--- src/rtl/riscv_pkg.sv ---
// Shared RISC-V pipeline definitions: ALU opcode encoding, forwarding select
// codes and default datapath widths.
package riscv_pkg;

  localparam int DEF_XLEN = 32;
  localparam int DEF_RA_W = 5;

  typedef enum logic [3:0] {
    ALU_ADD  = 4'b0000,
    ALU_BEQ  = 4'b1001,
    ALU_BNE  = 4'b1010,
    ALU_BLT  = 4'b1011,
    ALU_BGE  = 4'b1100,
    ALU_JAL  = 4'b1101,
    ALU_JALR = 4'b1110
  } alu_sel_e;

  localparam logic [1:0] FWD_REG   = 2'd0;
  localparam logic [1:0] FWD_EXMEM = 2'd1;
  localparam logic [1:0] FWD_MEMWB = 2'd2;

endpackage

--- src/rtl/fwd_mux.sv ---
// One operand's forwarding mux: picks EX/MEM, then MEM/WB, then the register
// file value. x0 is never forwarded.
module fwd_mux #(
  parameter int XLEN      = riscv_pkg::DEF_XLEN,
  parameter int RA_W      = riscv_pkg::DEF_RA_W,
  parameter bit FWD_MEMWB = 1'b1
) (
  input  logic [RA_W-1:0] rs_i,
  input  logic [XLEN-1:0] reg_data_i,
  input  logic [RA_W-1:0] exmem_rd_i,
  input  logic            exmem_reg_wr_i,
  input  logic [XLEN-1:0] exmem_result_i,
  input  logic [RA_W-1:0] memwb_rd_i,
  input  logic            memwb_reg_wr_i,
  input  logic [XLEN-1:0] memwb_result_i,
  output logic [XLEN-1:0] val_o,
  output logic [1:0]      sel_o
);

  always_comb begin
    sel_o = riscv_pkg::FWD_REG;
    val_o = reg_data_i;
    if (rs_i != '0) begin
      if (exmem_reg_wr_i && (exmem_rd_i == rs_i)) begin
        sel_o = riscv_pkg::FWD_EXMEM;
        val_o = exmem_result_i;
      end else if (FWD_MEMWB && memwb_reg_wr_i && (memwb_rd_i == rs_i)) begin
        sel_o = riscv_pkg::FWD_MEMWB;
        val_o = memwb_result_i;
      end
    end
  end

endmodule

--- src/rtl/id_ex_stage.sv ---
// ID/EX pipeline register with EX-side operand forwarding and load-use
// hazard detection; drives the ALU operands and opcode directly.
module id_ex_stage #(
  parameter int XLEN      = riscv_pkg::DEF_XLEN,
  parameter int RA_W      = riscv_pkg::DEF_RA_W,
  parameter bit FWD_MEMWB = 1'b1
) (
  input  logic            clk,
  input  logic            rst_n,
  input  logic            id_valid,
  input  logic [XLEN-1:0] id_pc,
  input  logic [XLEN-1:0] id_rs1_data,
  input  logic [XLEN-1:0] id_rs2_data,
  input  logic [XLEN-1:0] id_imm,
  input  logic [RA_W-1:0] id_rs1,
  input  logic [RA_W-1:0] id_rs2,
  input  logic [RA_W-1:0] id_rd,
  input  logic            id_use_rs1,
  input  logic            id_use_rs2,
  input  logic [3:0]      id_ALU_sel,
  input  logic            id_srcA_pc,
  input  logic            id_srcB_imm,
  input  logic            id_mem_rd,
  input  logic            id_mem_wr,
  input  logic            id_reg_wr,
  input  logic [RA_W-1:0] exmem_rd,
  input  logic            exmem_reg_wr,
  input  logic [XLEN-1:0] exmem_result,
  input  logic [RA_W-1:0] memwb_rd,
  input  logic            memwb_reg_wr,
  input  logic [XLEN-1:0] memwb_result,
  input  logic            ex_flush,
  input  logic            ex_hold,
  output logic            stall_id,
  output logic [XLEN-1:0] ALU_A,
  output logic [XLEN-1:0] ALU_B,
  output logic [3:0]      ALU_sel,
  output logic            ex_valid,
  output logic [XLEN-1:0] ex_pc,
  output logic [XLEN-1:0] ex_pc4,
  output logic [XLEN-1:0] ex_store_data,
  output logic [RA_W-1:0] ex_rd,
  output logic            ex_mem_rd,
  output logic            ex_mem_wr,
  output logic            ex_reg_wr
);

  typedef struct packed {
    logic            valid;
    logic [XLEN-1:0] pc;
    logic [XLEN-1:0] pc4;
    logic [XLEN-1:0] rs1_data;
    logic [XLEN-1:0] rs2_data;
    logic [XLEN-1:0] imm;
    logic [RA_W-1:0] rs1;
    logic [RA_W-1:0] rs2;
    logic [RA_W-1:0] rd;
    logic [3:0]      alu_sel;
    logic            src_a_pc;
    logic            src_b_imm;
    logic            mem_rd;
    logic            mem_wr;
    logic            reg_wr;
  } ex_regs_t;

  ex_regs_t ex_q, ex_d;
  logic     load_use;

  assign load_use = ex_q.valid && ex_q.mem_rd && (ex_q.rd != '0) && id_valid &&
                    ((id_use_rs1 && (id_rs1 == ex_q.rd)) ||
                     (id_use_rs2 && (id_rs2 == ex_q.rd)));

  // A flush kills the younger instruction in ID, so it need not wait.
  assign stall_id = ex_hold || (load_use && !ex_flush);

  always_comb begin
    ex_d = ex_q;
    if (!ex_hold) begin
      if (ex_flush || load_use) begin
        ex_d         = '0;
        ex_d.alu_sel = riscv_pkg::ALU_ADD;
      end else begin
        ex_d.valid     = id_valid;
        ex_d.pc        = id_pc;
        // Link value is captured with the PC so reset leaves it at 0.
        ex_d.pc4       = id_pc + XLEN'(4);
        ex_d.rs1_data  = id_rs1_data;
        ex_d.rs2_data  = id_rs2_data;
        ex_d.imm       = id_imm;
        ex_d.rs1       = id_rs1;
        ex_d.rs2       = id_rs2;
        ex_d.rd        = id_rd;
        ex_d.alu_sel   = id_ALU_sel;
        ex_d.src_a_pc  = id_srcA_pc;
        ex_d.src_b_imm = id_srcB_imm;
        ex_d.mem_rd    = id_mem_rd;
        ex_d.mem_wr    = id_mem_wr;
        ex_d.reg_wr    = id_reg_wr;
      end
    end
  end

  always_ff @(posedge clk or negedge rst_n) begin
    if (!rst_n) ex_q <= '0;
    else        ex_q <= ex_d;
  end

  logic [XLEN-1:0] fwd_rs1, fwd_rs2;
  logic [1:0]      sel_rs1, sel_rs2;
  logic [3:0]      unused_fwd_sel;

  fwd_mux #(.XLEN(XLEN), .RA_W(RA_W), .FWD_MEMWB(FWD_MEMWB)) u_fwd_rs1 (
    .rs_i(ex_q.rs1), .reg_data_i(ex_q.rs1_data),
    .exmem_rd_i(exmem_rd), .exmem_reg_wr_i(exmem_reg_wr), .exmem_result_i(exmem_result),
    .memwb_rd_i(memwb_rd), .memwb_reg_wr_i(memwb_reg_wr), .memwb_result_i(memwb_result),
    .val_o(fwd_rs1), .sel_o(sel_rs1)
  );

  fwd_mux #(.XLEN(XLEN), .RA_W(RA_W), .FWD_MEMWB(FWD_MEMWB)) u_fwd_rs2 (
    .rs_i(ex_q.rs2), .reg_data_i(ex_q.rs2_data),
    .exmem_rd_i(exmem_rd), .exmem_reg_wr_i(exmem_reg_wr), .exmem_result_i(exmem_result),
    .memwb_rd_i(memwb_rd), .memwb_reg_wr_i(memwb_reg_wr), .memwb_result_i(memwb_result),
    .val_o(fwd_rs2), .sel_o(sel_rs2)
  );

  // Select codes are kept for debug visibility only.
  assign unused_fwd_sel = {sel_rs1, sel_rs2};

  assign ALU_A         = ex_q.src_a_pc  ? ex_q.pc  : fwd_rs1;
  assign ALU_B         = ex_q.src_b_imm ? ex_q.imm : fwd_rs2;
  assign ex_store_data = fwd_rs2;
  assign ALU_sel       = ex_q.alu_sel;
  assign ex_valid      = ex_q.valid;
  assign ex_pc         = ex_q.pc;
  assign ex_pc4        = ex_q.pc4;
  assign ex_rd         = ex_q.rd;
  assign ex_mem_rd     = ex_q.mem_rd;
  assign ex_mem_wr     = ex_q.mem_wr;
  assign ex_reg_wr     = ex_q.reg_wr;

endmodule
--- config.mk ---
export PLATFORM = sky130hd
export DESIGN_NAME = id_ex_stage
export DESIGN_NICKNAME = d
export VERILOG_FILES = /design/src/rtl/riscv_pkg.sv /design/src/rtl/fwd_mux.sv /design/src/rtl/id_ex_stage.sv
export SDC_FILE = /design/constraint.sdc
export NUM_CORES = 1
export LEC_CHECK = 0
export CAP_MARGIN = 20
export CORE_ASPECT_RATIO = 0.8
export CORE_UTILIZATION = 30
export CTS_BUF_LIST = sky130_fd_sc_hd__clkbuf_2 sky130_fd_sc_hd__clkbuf_4 sky130_fd_sc_hd__clkbuf_8
export CTS_CLUSTER_DIAMETER = 80
export DETAILED_ROUTE_END_ITERATION = 12
export GPL_TIMING_DRIVEN = 0
export PLACE_DENSITY = 0.57
export SYNTH_ARGS = -nofsm -noshare
export SYNTH_HDL_FRONTEND = slang
export SYNTH_SLANG_ARGS = --single-unit
--- constraint.sdc ---
create_clock -name clk -period 4.6 [get_ports clk]
set_input_delay 0.92 -clock clk [delete_from_list [all_inputs] [get_ports clk]]
set_output_delay 0.92 -clock clk [all_outputs]
set_load 0.01 [all_outputs]
# Yosys cells after proc, flatten, opt, wreduce, memory -nomap -nowiden
# Cells that the tools add are included.
[totals] ff_bits=185 latch_bits=0 ram_bits=0 mem_bits_ro=0 in_bits=235 output_inout_bits=174 elab_cells=49 memories=0
[op_classes] add_sub_neg=1 n_mul=0 n_div=0 n_lt_le_gt_ge=0 n_eq_ne=6 shifts=0 mux=9 bitwise=0 n_reduce_logical=18
[ops] op="$mux W32" count=8
[ops] op="$mux W185" count=1
[ops] op="$add A32 B3 Y32 const B" count=1
[ops] op="$eq A5 B5 Y1" count=6
[ops] op="$reduce_bool A5 Y1" count=3
[ops] op="$logic_and A1 B1 Y1" count=11
[ops] op="$logic_or A1 B1 Y1" count=3
[ops] op="$logic_not A1 Y1" count=1

# Logic depth before layout (Yosys ltp)
# Gate-level depths: netlist (run 1).
[depth] word_depth=6 ltp_mapped=8 ltp_nobuf=6

# By module
# Synthesis (run 1) repeated with hierarchy kept, for this count alone.
[unflattened] hier_cells=864 area_unflattened_um2=10316.1
[by_module_without_submodules] mod="id_ex_stage" instances=1 cells_per_inst=664 area_per_inst_um2=8446.9 seq_area_each_um2=4579.4
[by_module_without_submodules] mod="fwd_mux" instances=2 cells_per_inst=100 area_per_inst_um2=934.6 seq_area_each_um2=0.0

# Worst setup path after synthesis (run 1)
# No wires, ideal clock.
[synth_path] kind="input -> output" start="input port exmem_rd[3]" end="output port ALU_B[10]" arrival_ns=2.462 required_time_ns=3.680 path_slack_ns=1.218 cell_stages=8 path_buffers=2 cell_sequence="xor2_1 -> nor4_2 -> and3_1 -> buf_2 -> buf_2 -> a22oi_1 -> o2bb2ai_1 -> mux2_2"
[synth_between] elab_chain_len=5
[synth_lines] element="start, declared" line_no="id_ex_stage.sv:26" text="input logic [RA_W-1:0] exmem_rd,"
[synth_lines] element="$eq A5 B5 Y1" line_no="fwd_mux.sv:24" text="if (exmem_reg_wr_i && (exmem_rd_i == rs_i)) begin"
[synth_lines] element="$logic_and A1 B1 Y1" line_no="fwd_mux.sv:24"
[synth_lines] element="$mux W32" line_no="fwd_mux.sv:24"
[synth_lines] element="$mux W32" line_no="fwd_mux.sv:23" text="if (rs_i != '0) begin"
[synth_lines] element="via ex_store_data[10]" line_no="id_ex_stage.sv:41" text="output logic [XLEN-1:0] ex_store_data,"
[synth_lines] element="$mux W32" line_no="id_ex_stage.sv:130" text="assign ALU_B = ex_q.src_b_imm ? ex_q.imm : fwd_rs2;"
[synth_lines] element="end, declared" line_no="id_ex_stage.sv:36" text="output logic [XLEN-1:0] ALU_B,"
# The timed path passes the listed nets, and every way through them passes these cells.

# Final worst setup path (run 1)
[layout_path] start="input port exmem_rd[3]" end="output port ALU_B[21]"
[layout_between] elab_chain_len=5
[layout_lines] element="$eq A5 B5 Y1" line_no="fwd_mux.sv:24"
[layout_lines] element="$logic_and A1 B1 Y1" line_no="fwd_mux.sv:24"
[layout_lines] element="$mux W32" line_no="fwd_mux.sv:24"
[layout_lines] element="$mux W32" line_no="fwd_mux.sv:23"
[layout_lines] element="$mux W32" line_no="id_ex_stage.sv:130"
# Every way passes these cells.

==> results of run 1 <==
==> power breakdown <==
part	switching (mW)	internal, mW
Combinational	0.514	0.724
Sequential	0.110	1.73
Clock	0.695	0.462
==> critical path: stages <==
cell and delay (ns):
clkdlybuf4s50_1 0.45, xor2_1 0.17, nor4_2 0.31, buf_4 0.17, a311oi_4 0.07, buf_4 0.18
buf_4 0.18, a22oi_1 0.28, o2bb2ai_2 0.14, mux2_2 0.27, clkdlybuf4s50_1 0.49
==> through the flow <==
step | setup TNS [ns] | area [um^2]
2_1_floorplan | 0 | 9700
3_3_place_gp | -1019.14 | 14300
3_5_place_dp | -8.84 | 14300
4_1_cts | -0.0267 | 14800
5_1_grt | -0.134 | 15100
6_report | 0 | 15100
==> worst max-delay path by stage <==
stage | startpoint | end | slack (ns) | cells after the start
2_1_floorplan | exmem_rd[3] | ALU_B[10] | 1.22 | 8
3_3_place_gp | rst_n | ex_pc4[17]$_DFFE_PN0N_ | -5.55 | 1
3_5_place_dp | exmem_rd[3] | ALU_A[10] | -0.27 | 10
4_1_cts | exmem_rd[3] | ALU_A[10] | -0.03 | 10
5_1_grt | exmem_rd[2] | ALU_B[30] | -0.02 | 11
6_report | exmem_rd[3] | ALU_B[21] | 0.05 | 11
==> cell usage in the layout, fill, tap and decap left out, drive strengths merged, types with 10 or more instances in the layout <==
master         count
a221o             31
a22o             184
a22oi             32
buf              111
clkbuf            60
clkdlybuf4s50    398
dfrtp            183
mux2              32
mux2i             31
nand2             14
nand3             10
nor2              40
o2bb2ai           32
xnor2             33
xor2              25
==> flip-flops by register name, summed over array words and instances (netlist names) <==
name,flops
ex_q,108
ex_pc,32
ex_pc4,30
ex_rd,5
ALU_sel,4
ex_mem_rd,1
ex_mem_wr,1
ex_reg_wr,1
ex_valid,1
==> what timing repair did <==
action | 4_1_cts | 5_1_grt
buffers inserted | 3 | 0
setup endpoints to repair | 73 | 61
pin swaps | 2 | 3
hold buffers | 0 | 0
resized for setup | 27 | 57
==> cell families (layout without fill, tap and decap cells) <==
kind of cell / after synthesis / count (layout) / synth area share, %
mux: 63 / 63 / 6.92
simple gates: 99 / 99 / 5.14
fa+ha+maj: 1 / 1 / 0.129
flops: 183 / 183 / 47.2
compound gates: 289 / 289 / 26.0
xor+xnor: 58 / 58 / 5.24
buf+inv: 151 / 593 / 9.30
other cells: 0 / 7 / 0
==> layout make-up <==
cell class                 count  area [um^2]
antenna                        7         17.5
tap                          420          526
inverter                       3         11.3
clock buffer                  18          241
buffer                       148          953
clock inverter                14          164
fill                        3033        16600
multi-input combinational    510         4460
sequential                   183         4580
timing repair buffer         410         4130
==> metal layers <==
layer / wire [um] / up-vias / part of all wire [%] / global-route usage (%)
met2: 18500 / 321 / 46 / 37.7
met3: 2300 / 36 / 5.7 / 5.24
li1: - / 4040 / - / -
met1: 18600 / 4294 / 46 / 33.4
met4: 719 / 0 / 1.8 / 7.48
met5: 0 / - / 0 / 0
==> results.json, run 1 <==
{
  "outcome": "finished, final reports clean",
  "grt_pass1_vias": 8936,
  "wl_mm": 40.1,
  "io_pins": 409,
  "synth_top_flop_cell": "dfrtp_1",
  "drc": 0,
  "synth_top_cell_by_area": "dfrtp_1",
  "gp_congestion": 0.882,
  "maxSlewViolCount": 0,
  "tightest_slew_ns": 0.706,
  "arrival_ns": 3.63,
  "avgRoutedWirePerCell_um": 23.4,
  "final_cells": 1713,
  "synthTopCellsByArea": "dfrtp_1, a22o_1, buf_4",
  "synth_top_cell_area_share_pct": 47.2,
  "ir_drop_uv": 168,
  "powerDensity_nw_per_um2": 281,
  "start_kind": "primary input",
  "synth_edf_count": 0,
  "setup_ws_ns": 0.0479,
  "yosysMostFrequentCell": "a22o_1",
  "grtUsageTotal_pct": 24.2,
  "syn-cell-area_um2": 9700,
  "r2r_start": "ex_rd[1]$_DFFE_PN0N_",
  "reg2reg_depth": 7,
  "syn_nets": 1080,
  "setup_viol_count_final": 0,
  "p_leak_nw": 6.40,
  "final_util_pct": 47.7,
  "cts_tree": "built",
  "root_buffer": "clkbuf_8",
  "coreArea_um2": 31600,
  "grt_max_degree": 117,
  "drv_cap": 0,
  "ys_seq_area_share_pct": 47.2,
  "syn2layout_area_growth_pct": 55.6,
  "clockBufferDepth": 2,
  "hp-class": "in2async",
  "cts_sinks": 183,
  "maxSlewHeadroom_pct": 53.0,
  "clock_skew_ns": 0.0237,
  "synthTopCellsByCount": "a22o_1, dfrtp_1, buf_4",
  "portBuffers": 406,
  "async_flop_share_pct": 100,
  "whs_ns": 0.354,
  "dp.cells": 1671,
  "antenna_found_initial": 6,
  "drt_first_iter_violations": 512,
  "nNetsFinal": 1509,
  "rsz0062_at_grt": "true",
  "synthCells": 844,
  "die-area_um2": 33000,
  "fmax_mhz": 220,
  "die_w_um": 203,
  "crit_required_ns": 3.68,
  "numCtsBuffers": 17,
  "ys_types": 37,
  "r2r_slack_ns": 1.95,
  "end_kind": "output port",
  "die_h_um": 163,
  "regToRegEndpoint": "ex_rd[0]$_DFFE_PN0N_",
  "worstSetupPathType": "in2out",
  "grt_pass1_wl_mm": 58.8,
  "globalRoute.totalOverflow": 0,
  "clkLatencyLatePin_ns": 0.49,
  "ys_warn_count": 0,
  "power.total_mw": 4.24,
  "hold_violations": 0,
  "vias_per_cell": 5.07,
  "drive_above_1_share_pct": 17.8,
  "pre_cts_slack_ns": -0.267,
  "start_util_pct": 30.6,
  "num_vias": 8691,
  "clk_pin_slew_ns": 0.11,
  "h-tree-depth": 4,
  "period_share_pct": 99.0,
  "dp_hpwl_mm": 31.9,
  "ant_nets": 0,
  "synth_seq_cells": 183,
  "dr.pass1.iters": 7,
  "syn_area_per_cell_um2": 11.5,
  "period_minus_slack_ns": 4.55,
  "row_count": 58,
  "path_max_fanout": 10
}
No activity file was read; power rests on OpenSTA's default activity.
==> run 2, diff against run 1 <==
==> constraint.sdc (replaced) <==
create_clock -name clk -period 4.4 [get_ports clk]
set_input_delay 0.88 -clock clk [delete_from_list [all_inputs] [get_ports clk]]
set_output_delay 0.88 -clock clk [all_outputs]
set_load 0.01 [all_outputs]
==> results.json, run 2 (synthesis gave the netlist of run 1 again) <==
{
  "outcome": "finished with violations",
  "violations": "setup timing",
  "maxSlewViolCount": 0,
  "ir_drop_uv": 169,
  "setup-tns-final_ns": -0.00764,
  "clkLatencyLatePin_ns": 0.49,
  "ant_nets": 0,
  "setup_viol_count_final": 1,
  "wl_mm": 40.2,
  "period_share_pct": 100,
  "gp_congestion": 0.882,
  "vias_per_cell": 5.10,
  "reg2reg_depth": 7,
  "placed_area_um2": 14300,
  "grtUsageTotal_pct": 24.2,
  "num_vias": 8745,
  "grt_max_degree": 117,
  "antenna_found_initial": 6,
  "maxSlewHeadroom_pct": 52.5,
  "clock_skew_ns": 0.0224,
  "numCtsBuffers": 17,
  "period_minus_slack_ns": 4.41,
  "start_kind": "primary input",
  "drt_first_iter_violations": 420,
  "regToRegEndpoint": "ex_rd[0]$_DFFE_PN0N_",
  "row_count": 58,
  "cts_sinks": 183,
  "drive_above_1_share_pct": 19.3,
  "setup_ws_ns": -0.00764,
  "io_pins": 409,
  "hp-class": "in2async",
  "fmax_mhz": 227,
  "die-area_um2": 33000,
  "worstSetupPathType": "in2out",
  "crit_required_ns": 3.52,
  "arrival_ns": 3.53,
  "final_cell_area_um2": 15300,
  "largest_reg_flops": 108,
  "grt_pass1_wl_mm": 58.8,
  "die_h_um": 163,
  "clk_pin_slew_ns": 0.11,
  "final_cell_mix": "clkdlybuf4s50_1, a22o_1, dfrtp_1",
  "end_kind": "output port",
  "dp.cells": 1671,
  "portBuffers": 406,
  "dp_hpwl_mm": 31.9,
  "clockBufferDepth": 2,
  "avgRoutedWirePerCell_um": 23.4,
  "start_util_pct": 30.6,
  "r2r_start": "ex_rd[1]$_DFFE_PN0N_",
  "power.total_mw": 4.43,
  "path_max_fanout": 10,
  "drc": 0,
  "p_leak_nw": 6.77,
  "coreArea_um2": 31600,
  "fillers": 3018,
  "hold_buffers": 0,
  "hold_violations": 0,
  "tightest_slew_ns": 0.712,
  "regMostFlops": "ex_q",
  "rsz0062_at_grt": "true",
  "grt_pass1_vias": 8953,
  "h-tree-depth": 4,
  "globalRoute.totalOverflow": 0,
  "die_w_um": 203,
  "powerDensity_nw_per_um2": 290,
  "final_common_cell": "clkdlybuf4s50_1",
  "dr.pass1.iters": 5,
  "drv_cap": 0,
  "r2r_slack_ns": 1.77,
  "nNetsFinal": 1510,
  "final_cells": 1715,
  "root_buffer": "clkbuf_8",
  "syn2layout_area_growth_pct": 57.4,
  "cts_tree": "built"
}
run 2: cell types whose count changed in the layout (fill, tap and decap cells not counted), sizes merged:
cell / previous run / this run
diode: 7 / 8
clkbuf: 60 / 56
clkdlybuf4s50: 398 / 359
dlymetal6s2s: 6 / 25
buf: 111 / 116
dlygate4sd2: 1 / 21
run 2: metrics by stage:
step / worst slack (ns) / utilization, % / hold WS [ns]
6_report: -0.00764 / 48.2 / 0.312
5_1_grt: -0.0865 / 48.2 / 0.337
4_1_cts: -0.0641 / 47.4 / 0.326
3_5_place_dp: -0.387 / 45.3 / 0.486
3_3_place_gp: -5.71 / 45.1 / 0.482
2_1_floorplan: 1.10 / - / 0.467
run 2: critical path, cell delays in order:
cell and delay [ns]:
clkdlybuf4s50_1 0.45, xor2_1 0.17, nor4_2 0.31, buf_4 0.17, a311oi_4 0.07, buf_4 0.18, buf_4 0.17, a22oi_1 0.21
o2bb2ai_1 0.15, mux2_2 0.28, clkdlybuf4s50_1 0.49
run 2: per-layer routing:
layer / wire length (um) / share of wire (%) / GRT usage (%) / vias up
met5: 0 / 0 / 0 / -
met4: 633 / 1.6 / 7.25 / 0
met3: 2520 / 6.3 / 5.26 / 30
met2: 18800 / 47 / 38.0 / 325
met1: 18300 / 46 / 33.3 / 4341
li1: - / - / - / 4049
run 2: report_power, final:
| group | switching (mW) | internal (mW) | total (mW) |
|---|---|---|---|
| clock | 0.734 | 0.484 | 1.22 |
| sequential | 0.116 | 1.81 | 1.93 |
| combinational | 0.540 | 0.742 | 1.28 |
| total | 1.39 | 3.04 | 4.43 |
run 2: how the worst max path moves through the flow:
stage	startpoint	endpoint	slack, ns	depth (start not counted)
6_report	exmem_rd[3]	ALU_B[1]	-0.008	11
5_1_grt	exmem_rd[2]	ALU_B[10]	-0.09	11
4_1_cts	memwb_rd[3]	ALU_B[18]	-0.06	10
3_5_place_dp	exmem_rd[3]	ALU_A[10]	-0.39	10
3_3_place_gp	rst_n	ex_pc4[17]$_DFFE_PN0N_	-5.71	1
2_1_floorplan	exmem_rd[3]	ALU_B[10]	1.10	8
run 2: cell type report:
type | count | area (um^2) | area share (%)
buffer | 148 | 982 | 6.44
sequential | 183 | 4580 | 30.0
multi-input combinational | 510 | 4570 | 30.0
timing repair buffer | 411 | 4160 | 27.3
antenna | 8 | 20.0 | 0.131
clock inverter | 14 | 164 | 1.07
clock buffer | 18 | 241 | 1.58
tap | 420 | 526 | 3.44
inverter | 3 | 11.3 | 0.0738
run 2: timing repair:
action,4_1_cts,5_1_grt
endpoints found under the setup margin,93,54
gates resized for setup,83,62
pin swaps,4,5
endpoints found under the hold margin,0,0
setup buffers,4,0
